`src/rtl/room_pkg.sv`:
```
// Shared definitions for the room thermal model.
// Holds the temperature width and clamp limits, the step-timer width, the
// mode encoding, and the saturating +/-1 helpers used by the top level.
package room_pkg;

    localparam int TEMP_W   = 5;
    localparam int TEMP_MAX = 31;
    localparam int TEMP_MIN = 0;
    localparam int CNT_W    = 8;

    // Encoding matches the {heating, cooling} command pair directly.
    typedef enum logic [1:0] {
        IDLE  = 2'b00,
        COOL  = 2'b01,
        HEAT  = 2'b10,
        FAULT = 2'b11
    } mode_t;

    // +1 computed one bit wider so the clamp sees the overflow instead of a wrap.
    function automatic logic [TEMP_W-1:0] step_up(input logic [TEMP_W-1:0] t);
        logic [TEMP_W:0] sum;
        sum = {1'b0, t} + (TEMP_W+1)'(1);
        if (sum > (TEMP_W+1)'(TEMP_MAX)) begin
            return TEMP_W'(TEMP_MAX);
        end
        return sum[TEMP_W-1:0];
    endfunction

    // -1 computed one bit wider; the floor is tested before subtracting.
    function automatic logic [TEMP_W-1:0] step_down(input logic [TEMP_W-1:0] t);
        logic [TEMP_W:0] diff;
        if ({1'b0, t} == (TEMP_W+1)'(TEMP_MIN)) begin
            return TEMP_W'(TEMP_MIN);
        end
        diff = {1'b0, t} - (TEMP_W+1)'(1);
        return diff[TEMP_W-1:0];
    endfunction

endpackage

```
`src/rtl/room_step_timer.sv`:
```
// Step timer for the room thermal model.
// Counts rising edges from 0 up to limit-1 and pulses tc on the edge where
// the count wraps back to 0.
// Ports:
//   clk    - system clock
//   rst_n  - asynchronous active-low reset (count -> 0)
//   clear  - force the count to 0 this edge; suppresses tc
//   hold   - freeze the count this edge; suppresses tc
//   limit  - period in edges (2..255)
//   tc     - combinational terminal-count pulse, valid for the coming edge
module room_step_timer
    import room_pkg::*;
(
    input  logic             clk,
    input  logic             rst_n,
    input  logic             clear,
    input  logic             hold,
    input  logic [CNT_W-1:0] limit,
    output logic             tc
);

    logic [CNT_W-1:0] count_reg;
    logic [CNT_W-1:0] count_next;
    logic             at_limit;

    assign at_limit = (count_reg == (limit - CNT_W'(1)));

    always_comb begin
        count_next = count_reg;
        tc         = 1'b0;
        if (clear) begin
            count_next = '0;
        end else if (!hold) begin
            if (at_limit) begin
                count_next = '0;
                tc         = 1'b1;
            end else begin
                count_next = count_reg + CNT_W'(1);
            end
        end
    end

    always_ff @(posedge clk or negedge rst_n) begin
        if (!rst_n) begin
            count_reg <= '0;
        end else begin
            count_reg <= count_next;
        end
    end

endmodule

```
`config.mk`:
```
export PLATFORM = sky130hd
export DESIGN_NAME = room_step_timer
export DESIGN_NICKNAME = d
export VERILOG_FILES = /design/src/rtl/room_pkg.sv /design/src/rtl/room_step_timer.sv
export SDC_FILE = /design/constraint.sdc
export NUM_CORES = 1
export LEC_CHECK = 0
export CAP_MARGIN = 5
export CORE_MARGIN = 2
export CORE_UTILIZATION = 40
export DETAILED_ROUTE_END_ITERATION = 6
export SLEW_MARGIN = 20
export SYNTH_ARGS = -nofsm -noshare
export SYNTH_HDL_FRONTEND = slang
export SYNTH_SLANG_ARGS = --single-unit
```
`constraint.sdc`:
```
create_clock -name clk -period 3.59 [get_ports clk]
set_clock_uncertainty 0.2 [all_clocks]
set_input_delay 0.718 -clock clk [delete_from_list [all_inputs] [get_ports clk]]
set_output_delay 0.718 -clock clk [all_outputs]
set_load 0.05 [all_outputs]
```
Yosys cells after proc, flatten, opt, wreduce, memory -nomap -nowiden:

Cells that the tools add are included.

* bits in registers: 8
* bits of input ports: 12
* output and inout bits: 1
* word-level logic and storage cells: 11

* equal/unequal tests: 2
* mux-type cells: 6
* $add $sub $neg: 2

Operators by type and width (number)
* $mux W8: 3
* $add A8 B1 Y8 const B: 1
* $eq A8 B8 Y1: 1
* $sub A8 B1 Y8 const B: 1
* $mux W1: 3
* $ne A2 B2 Y1 const B: 1

Depth between registers and ports, before layout:

Gate-level depths: netlist of the first run.

* depth after elaboration: 5
* gate-level depth with buffers: 7
* gate-level depth less buffers: 7

Least setup slack after synthesis of the first run:

OpenSTA, ideal clock, no wires.

* path type: input to output
* from: input port limit[0]
* to: output port tc
* stages: 7
* data required time: 2672 ps
* path buffers: 0
* arrival: 3489 ps
* slack: -817 ps
* cell sequence: inv_1 ha_1 or3b_1 or4_1 a32o_1 a211oi_1 nor3b_1

* longest elaborated chain between the ends: 5

Ends and longest elaborated chain
* start, declared: line room_step_timer.sv:18 `input logic [CNT_W-1:0] limit,`
* $sub A8 B1 Y8: line room_step_timer.sv:26 `assign at_limit = (count_reg == (limit - CNT_W'(1)));`
* $eq A8 B8 Y1: line room_step_timer.sv:26
* $mux W1: line room_step_timer.sv:34 `if (at_limit) begin`
* $mux W1: line room_step_timer.sv:33 `end else if (!hold) begin`
* $mux W1: line room_step_timer.sv:31 `if (clear) begin`
* end, declared: line room_step_timer.sv:19 `output logic tc`

Every way passes these cells.

Worst setup path after layout of the first run:

Ends and elaborated chain as after synthesis.

==> results of run 1 <==
power groups by stage:
stage	sequential [mW]	clock [mW]	combinational [mW]
2_1_floorplan	0.0958	0	0.0241
3_3_place_gp	0.0963	0	0.0550
3_5_place_dp	0.0964	0	0.0552
4_1_cts	0.0948	0.0730	0.0588
5_1_grt	0.0951	0.0757	0.0653
6_report	0.0948	0.0668	0.0606
final cells by class:
type	instances	area, sq um	share of cell area
Multi-Input combinational cell	64	526	0.475
Timing Repair Buffer	32	284	0.257
Sequential cell	8	200	0.181
Inverter	10	42.5	0.0385
Tap cell	25	31.3	0.0283
Clock buffer	3	22.5	0.0204
tightest hold or removal path: stages (launching register included):
cell and delay [ps]:
sky130_fd_sc_hd__dfrtp_1 400, sky130_fd_sc_hd__nand3b_1 100, sky130_fd_sc_hd__o41ai_1 70
metal layers:
| metal | track usage | part of all wire |
|---|---|---|
| met1 | 0.239 | 0.47 |
| met2 | 0.331 | 0.50 |
| met3 | 0.0235 | 0.030 |
| met4 | 0.0667 | 0.0027 |
| met5 | 0 | 0 |
cells in the mapped netlist (3+ instances only):
cell type and n:
sky130_fd_sc_hd__a2111oi_0 4, sky130_fd_sc_hd__a21oi_1 3, sky130_fd_sc_hd__and3_1 5, sky130_fd_sc_hd__dfrtp_1 8, sky130_fd_sc_hd__inv_1 10, sky130_fd_sc_hd__mux2i_1 3
sky130_fd_sc_hd__nand2_1 4, sky130_fd_sc_hd__nand3_1 3, sky130_fd_sc_hd__nand3b_1 3, sky130_fd_sc_hd__nor3_1 3, sky130_fd_sc_hd__xnor2_1 3, sky130_fd_sc_hd__xor2_1 4
layout by cell type (no fill, tap or decap), types with 3 or more instances in the layout:
master                            count
sky130_fd_sc_hd__buf_4               20
sky130_fd_sc_hd__a21oi_1              3
sky130_fd_sc_hd__clkbuf_4             3
sky130_fd_sc_hd__inv_1                8
sky130_fd_sc_hd__dfrtp_1              8
sky130_fd_sc_hd__and3_1               5
sky130_fd_sc_hd__clkdlybuf4s50_1      6
sky130_fd_sc_hd__xnor2_1              3
sky130_fd_sc_hd__nand3_1              3
sky130_fd_sc_hd__xor2_1               4
sky130_fd_sc_hd__nand3b_1             3
sky130_fd_sc_hd__a2111oi_0            4
sky130_fd_sc_hd__mux2i_1              3
sky130_fd_sc_hd__nand2_1              4
sky130_fd_sc_hd__nor3_1               3
what timing repair did:
action | in CTS | in global routing
endpoints found under the setup margin | 1 | 2
gates resized for setup | 19 | 5
setup buffers | 9 | 0
hold buffers | 0 | 0
pin swaps | 5 | 4
worst max-delay path by stage:
stage | to | start
after detailed placement | tc | limit[1]
final | tc | limit[0]
after floorplan | tc | limit[0]
after global routing | tc | limit[0]
after CTS | tc | limit[1]
after global placement | tc | limit[0]
metrics by stage:
step / cell area [sq um] / power (mW) / worst slack (ps) / instances / TNS (ps)
after detailed placement: 981 / 0.152 / -373 / 130 / -373
after floorplan: 744 / 0.120 / -105 / 84 / -105
final: 1110 / 0.222 / -14.0 / 142 / -14.0
after CTS: 1090 / 0.227 / -93.6 / 142 / -93.6
after global routing: 1110 / 0.236 / -117 / 142 / -217
after global placement: 981 / 0.151 / -336 / 130 / -336
cells by family (layout without fill, tap and decap cells):
family / Yosys count / after routing / share of synthesized area
AND/OR/NAND/NOR: 32 / 32 / 0.266
AO/OA/AOI/OAI: 20 / 20 / 0.237
buffers and inverters: 12 / 45 / 0.0619
flip-flops: 8 / 8 / 0.275
XOR/XNOR: 7 / 7 / 0.0842
multiplexers: 3 / 3 / 0.0412
adder cells (fa/ha/maj): 2 / 2 / 0.0344
==> flow_summary.json, run 1 <==
{
  "routedWlPerCell_microns": 12.9,
  "wl_microns": 1840,
  "worst_hold_path.num_cells": 2,
  "combPwrFrac": 0.273,
  "viasPerCell": 5.27,
  "quantity_of_i_o_buffers_inserted_on_ports": 12,
  "drive_gt1_frac": 0.333,
  "rows": 15,
  "core_area_sq_mm": 0.00173,
  "remaining_drcs": 0,
  "critical_path.startpoint_type": "input pin",
  "async_reset_ff_frac": 1.00,
  "tightestPinTransition_ps": 524,
  "antenna_violating_nets_post_route": 0,
  "ys_top_cells_by_area": "sky130_fd_sc_hd__dfrtp_1 27%, sky130_fd_sc_hd__inv_1 5.2%, sky130_fd_sc_hd__a2111oi_0 4.8%",
  "critical-path-max-stage-delay_ps": 480,
  "synth_area_sq_um": 728,
  "synth.ff_latch_count": 8,
  "num-nets-final": 133,
  "fmaxAchievable_mhz": 277,
  "synthesis.yosys.warnings": 0,
  "finalWorstPathRequiredPeriod_ps": 3600,
  "top_level_pins": 13,
  "cp.required_ps": 2670,
  "setup_repair_after_global_routing_missed_its_margin": "true",
  "maxCapViolCount": 0,
  "worst-endpoint-arrival_ps": 2690,
  "hold_ws_ps": 400,
  "rrSetupSlack_ps": 650,
  "synth_top_flop_cell": "sky130_fd_sc_hd__dfrtp_1",
  "cp.depth": 9,
  "timing.rr.start": "count_reg[7]$_DFFE_PN0P_",
  "dp_hpwl_microns": 1310,
  "worstSetupEndpointType": "output pin",
  "n_antenna_cell": 0,
  "post_synth_inst_count": 84,
  "outcome": "complete, but fails checks",
  "top_cell_family_by_delay_on_the_critical_path": "simple AND/OR/NAND/NOR gates",
  "fp.dieArea_sq_mm": 0.00218,
  "number_of_antenna_violations_at_the_first_check_in_global_routing": 0,
  "cts.path.max_buffers": 2,
  "maximum_number_of_pins_on_one_net_before_global_route_repair": 13,
  "failed_checks": "setup timing",
  "path_cells": "buf_6 -> inv_4 -> ha_4 -> or3b_4 -> or4_4 -> a32o_2 -> a211oi_2 -> nor3b_4 -> buf_12",
  "mappedNetlistNets": 98,
  "synth.distinct_cells": 36,
  "die_width_microns": 46.7,
  "setup-violations-final": 1,
  "power.switching_mw": 0.0599,
  "critical_path_peak_fanout": 2,
  "detailroute.via_count": 749,
  "worst_vdd_ir_mv": 0.167,
  "r2r-end": "count_reg[1]$_DFFE_PN0P_",
  "clk_latency_ps": 250,
  "detailedRoute.firstPassIterationCount": 4,
  "finalWorstSetupSlack_ps": -14.0,
  "synthDominantCellAreaShare": 0.275,
  "internal_power_mw": 0.162,
  "place.gp.congestion": 0.926,
  "synth_largest_area_cell": "sky130_fd_sc_hd__dfrtp_1",
  "grt.overflow.total": 0,
  "grt_first_pass_wirelength_microns": 2900,
  "rr_worst_depth": 15,
  "cp_slowest_cell": "sky130_fd_sc_hd__or4_4",
  "seq_power_share": 0.427,
  "die_height_microns": 46.7,
  "postLayoutCoreUtil": 0.641,
  "cts.sink_count": 8,
  "crit_buf_inv": 3,
  "finalHoldViolations": 0,
  "final_max_slew_viol_count": 0,
  "clock_power_share": 0.301,
  "timing_worst_setup_path_type": "input pin to output pin",
  "min-delay-path-class": "flip-flop to flip-flop",
  "syn-mean-instance-area_sq_um": 8.67,
  "timing.hold.worst_endpoint": "count_reg[1]$_DFFE_PN0P_",
  "slew-limit-headroom": 0.650,
  "synthToLayoutAreaGrowth_pct": 51.9,
  "leakage_nw": 0.478,
  "htree_num_levels": 1,
  "synth_sequential_area_ratio": 0.275,
  "power_density_mw_per_mm2": 201,
  "dr.first_iter.drc_count": 12,
  "origin_of_the_worst_min_delay_path": "count_reg[1]$_DFFE_PN0P_",
  "swShare": 0.270,
  "clock_tree.root_cell": "sky130_fd_sc_hd__clkbuf_4",
  "first_global_vias": 697,
  "numCtsBuffers": 3,
  "number_of_flops_mapped_to_enable_cells_by_yosys": 0,
  "floorplan.initialDensity": 0.422,
  "path_clk_slew_ps": 50,
  "final_period_util": 1.00,
  "nFillCells": 160,
  "tritoncts": "yes",
  "largest_register_ffs": 8,
  "global_route.usage.total": 0.190
}
Power figures use the tool's default switching activity.
==> inputs of run 2 (changes only) <==
ABC_AREA = 1   (was default)
==> flow_summary.json, run 2 <==
{
  "outcome": "completed",
  "dr.first_iter.drc_count": 10,
  "numCtsBuffers": 3,
  "remaining_drcs": 0,
  "top_cell_family_by_delay_on_the_critical_path": "buffers and inverters",
  "worst_hold_path.num_cells": 2,
  "critical-path-max-stage-delay_ps": 490,
  "worstSetupEndpointType": "output pin",
  "htree_num_levels": 1,
  "timing.rr.start": "count_reg[7]$_DFFE_PN0P_",
  "dp_slack_ps": 206,
  "grt_first_pass_wirelength_microns": 2840,
  "synthesis.yosys.warnings": 0,
  "nFillCells": 207,
  "fp.dieArea_sq_mm": 0.00234,
  "tritoncts": "yes",
  "mappedNetlistNets": 149,
  "drive_gt1_frac": 0.100,
  "dp_hpwl_microns": 1370,
  "die_width_microns": 48.4,
  "num-nets-final": 166,
  "layout_commonest_cell": "sky130_fd_sc_hd__nand2_1",
  "count_leader_synth": "sky130_fd_sc_hd__nand2_1",
  "detailedRoute.firstPassIterationCount": 4,
  "quantity_of_i_o_buffers_inserted_on_ports": 12,
  "synth.distinct_cells": 19,
  "global_route.usage.total": 0.157,
  "critical_path.startpoint_type": "input pin",
  "post_synth_most_frequent_cells": "58 x sky130_fd_sc_hd__nand2_1, 22 x sky130_fd_sc_hd__nor2_1, 17 x sky130_fd_sc_hd__inv_1",
  "die_height_microns": 48.4,
  "finalWorstSetupSlack_ps": 204,
  "layout_common_cells": "58 x sky130_fd_sc_hd__nand2_1, 22 x sky130_fd_sc_hd__nor2_1, 17 x sky130_fd_sc_hd__inv_1",
  "r2r-end": "count_reg[4]$_DFFE_PN0P_",
  "fmaxAchievable_mhz": 295,
  "worst-endpoint-arrival_ps": 2470,
  "final_max_slew_viol_count": 0,
  "synthDominantCellAreaShare": 0.276,
  "largest_register_ffs": 8,
  "cts_hold_buffers": 0,
  "slew-limit-headroom": 0.659,
  "async_reset_ff_frac": 1.00,
  "cts.path.max_buffers": 2,
  "setup_repair_after_global_routing_missed_its_margin": "false",
  "cts.sink_count": 8,
  "synth_largest_area_cell": "sky130_fd_sc_hd__nand2_1",
  "finish.instance_area_sq_um": 980,
  "synth_area_sq_um": 790,
  "min-delay-path-class": "flip-flop to flip-flop",
  "post_cts.resized_instances": 0,
  "grt.overflow.total": 0,
  "wl_microns": 1660,
  "power_density_mw_per_mm2": 221,
  "detailed_place.area_sq_um": 957,
  "number_of_antenna_violations_at_the_first_check_in_global_routing": 0,
  "top_level_pins": 13,
  "setup_tns_ps": 0,
  "post-cts-setup-buffers": 0,
  "cp.required_ps": 2670,
  "finalWorstPathRequiredPeriod_ps": 3390,
  "final_period_util": 0.943,
  "floorplan.initialDensity": 0.415,
  "cp_slowest_cell": "sky130_fd_sc_hd__clkdlybuf4s50_1",
  "maxCapViolCount": 0,
  "viasPerCell": 4.41,
  "leakage_nw": 0.521,
  "first_global_vias": 683,
  "synth.ff_latch_count": 8,
  "p_total_mw": 0.216,
  "path_clk_slew_ps": 60,
  "rrSetupSlack_ps": 1940,
  "n_antenna_cell": 0,
  "synth_sequential_area_ratio": 0.254,
  "antenna_violating_nets_post_route": 0,
  "routedWlPerCell_microns": 9.36,
  "clk_latency_ps": 250,
  "detailroute.via_count": 780,
  "rr_worst_depth": 9,
  "post_synth_inst_count": 135,
  "finalHoldViolations": 0,
  "core_area_sq_mm": 0.00190,
  "place.gp.congestion": 0.828,
  "path_cells": "clkdlybuf4s50_1 -> inv_2 -> ha_1 -> nand2_1 -> inv_1 -> nor2_1 -> nand2_1 -> nor2_1 -> nand3_1 -> nor2_2 -> nand3_4 -> nor2_2 -> buf_12",
  "number_of_flops_mapped_to_enable_cells_by_yosys": 0,
  "rows": 16,
  "setup.worst_path.start": "limit[0]",
  "worst_vdd_ir_mv": 0.191,
  "ys_top_cells_by_area": "sky130_fd_sc_hd__nand2_1 28%, sky130_fd_sc_hd__dfrtp_1 25%, sky130_fd_sc_hd__nor2_1 10%",
  "timing.hold.worst_endpoint": "count_reg[3]$_DFFE_PN0P_",
  "synthToLayoutAreaGrowth_pct": 24.1,
  "maximum_number_of_pins_on_one_net_before_global_route_repair": 10,
  "syn-mean-instance-area_sq_um": 5.85,
  "origin_of_the_worst_min_delay_path": "count_reg[3]$_DFFE_PN0P_",
  "timing_worst_setup_path_type": "input pin to output pin",
  "tightestPinTransition_ps": 510,
  "setup-violations-final": 0,
  "synth_top_flop_cell": "sky130_fd_sc_hd__dfrtp_1",
  "clock_tree.root_cell": "sky130_fd_sc_hd__clkbuf_4",
  "cp.depth": 13,
  "crit_buf_inv": 4,
  "critical_path_peak_fanout": 4
}
[run 2: where the power goes]
group	internal, mW	switching (mW)
combinational	0.0228	0.0270
clock	0.0384	0.0327
sequential	0.0922	0.00306
total	0.153	0.0627
[run 2: area by class of cell]
class,count,area (sq um),share of cell area
multi-input cells,106,510,0.521
repair buffers,13,138,0.140
inverters,20,75.1,0.0766
clock buffers,3,22.5,0.0230
flip-flops and latches,8,200,0.204
well taps,27,33.8,0.0345
[run 2: cell families after synthesis]
| group | synth area share |
|---|---|
| buf+inv | 0.0998 |
| simple gates | 0.528 |
| fa+ha+maj | 0.0317 |
| compound gates | 0.0222 |
| flops | 0.254 |
| xor+xnor | 0.0650 |
[run 2: how the worst max path moves through the flow]
stage	end	slack (ps)
final	tc	200
after global routing	tc	20
after CTS	tc	190
after detailed placement	tc	210
after global placement	tc	230
after floorplan	tc	590
[run 2: routing by layer]
metal,up-vias,global-route usage,wire [microns]
met5,-,0,0
met4,0,0.0857,31
met3,4,0.0154,53
met2,12,0.255,764
met1,330,0.205,808
li1,434,-,-
[run 2: through the flow]
step | hold WS [ps] | cells | util
after detailed placement | 299 | 174 | 0.503
after CTS | 315 | 177 | 0.515
after global routing | 332 | 177 | 0.515
after floorplan | 222 | 135 | -
final | 318 | 177 | 0.515
after global placement | 292 | 174 | 0.503
[run 2: worst min-delay path, delay by kind of cell, from the launching register on]
family / cells / cell delay, ps
simple gates: 2 / 120
flops: 1 / 360
==> inputs of run 3 (changes only) <==
CTS_CLUSTER_SIZE = 14   (was default)
==> results of run 3 <==
Same layout as run 2: the final DEF is identical, and so are final timing and power.
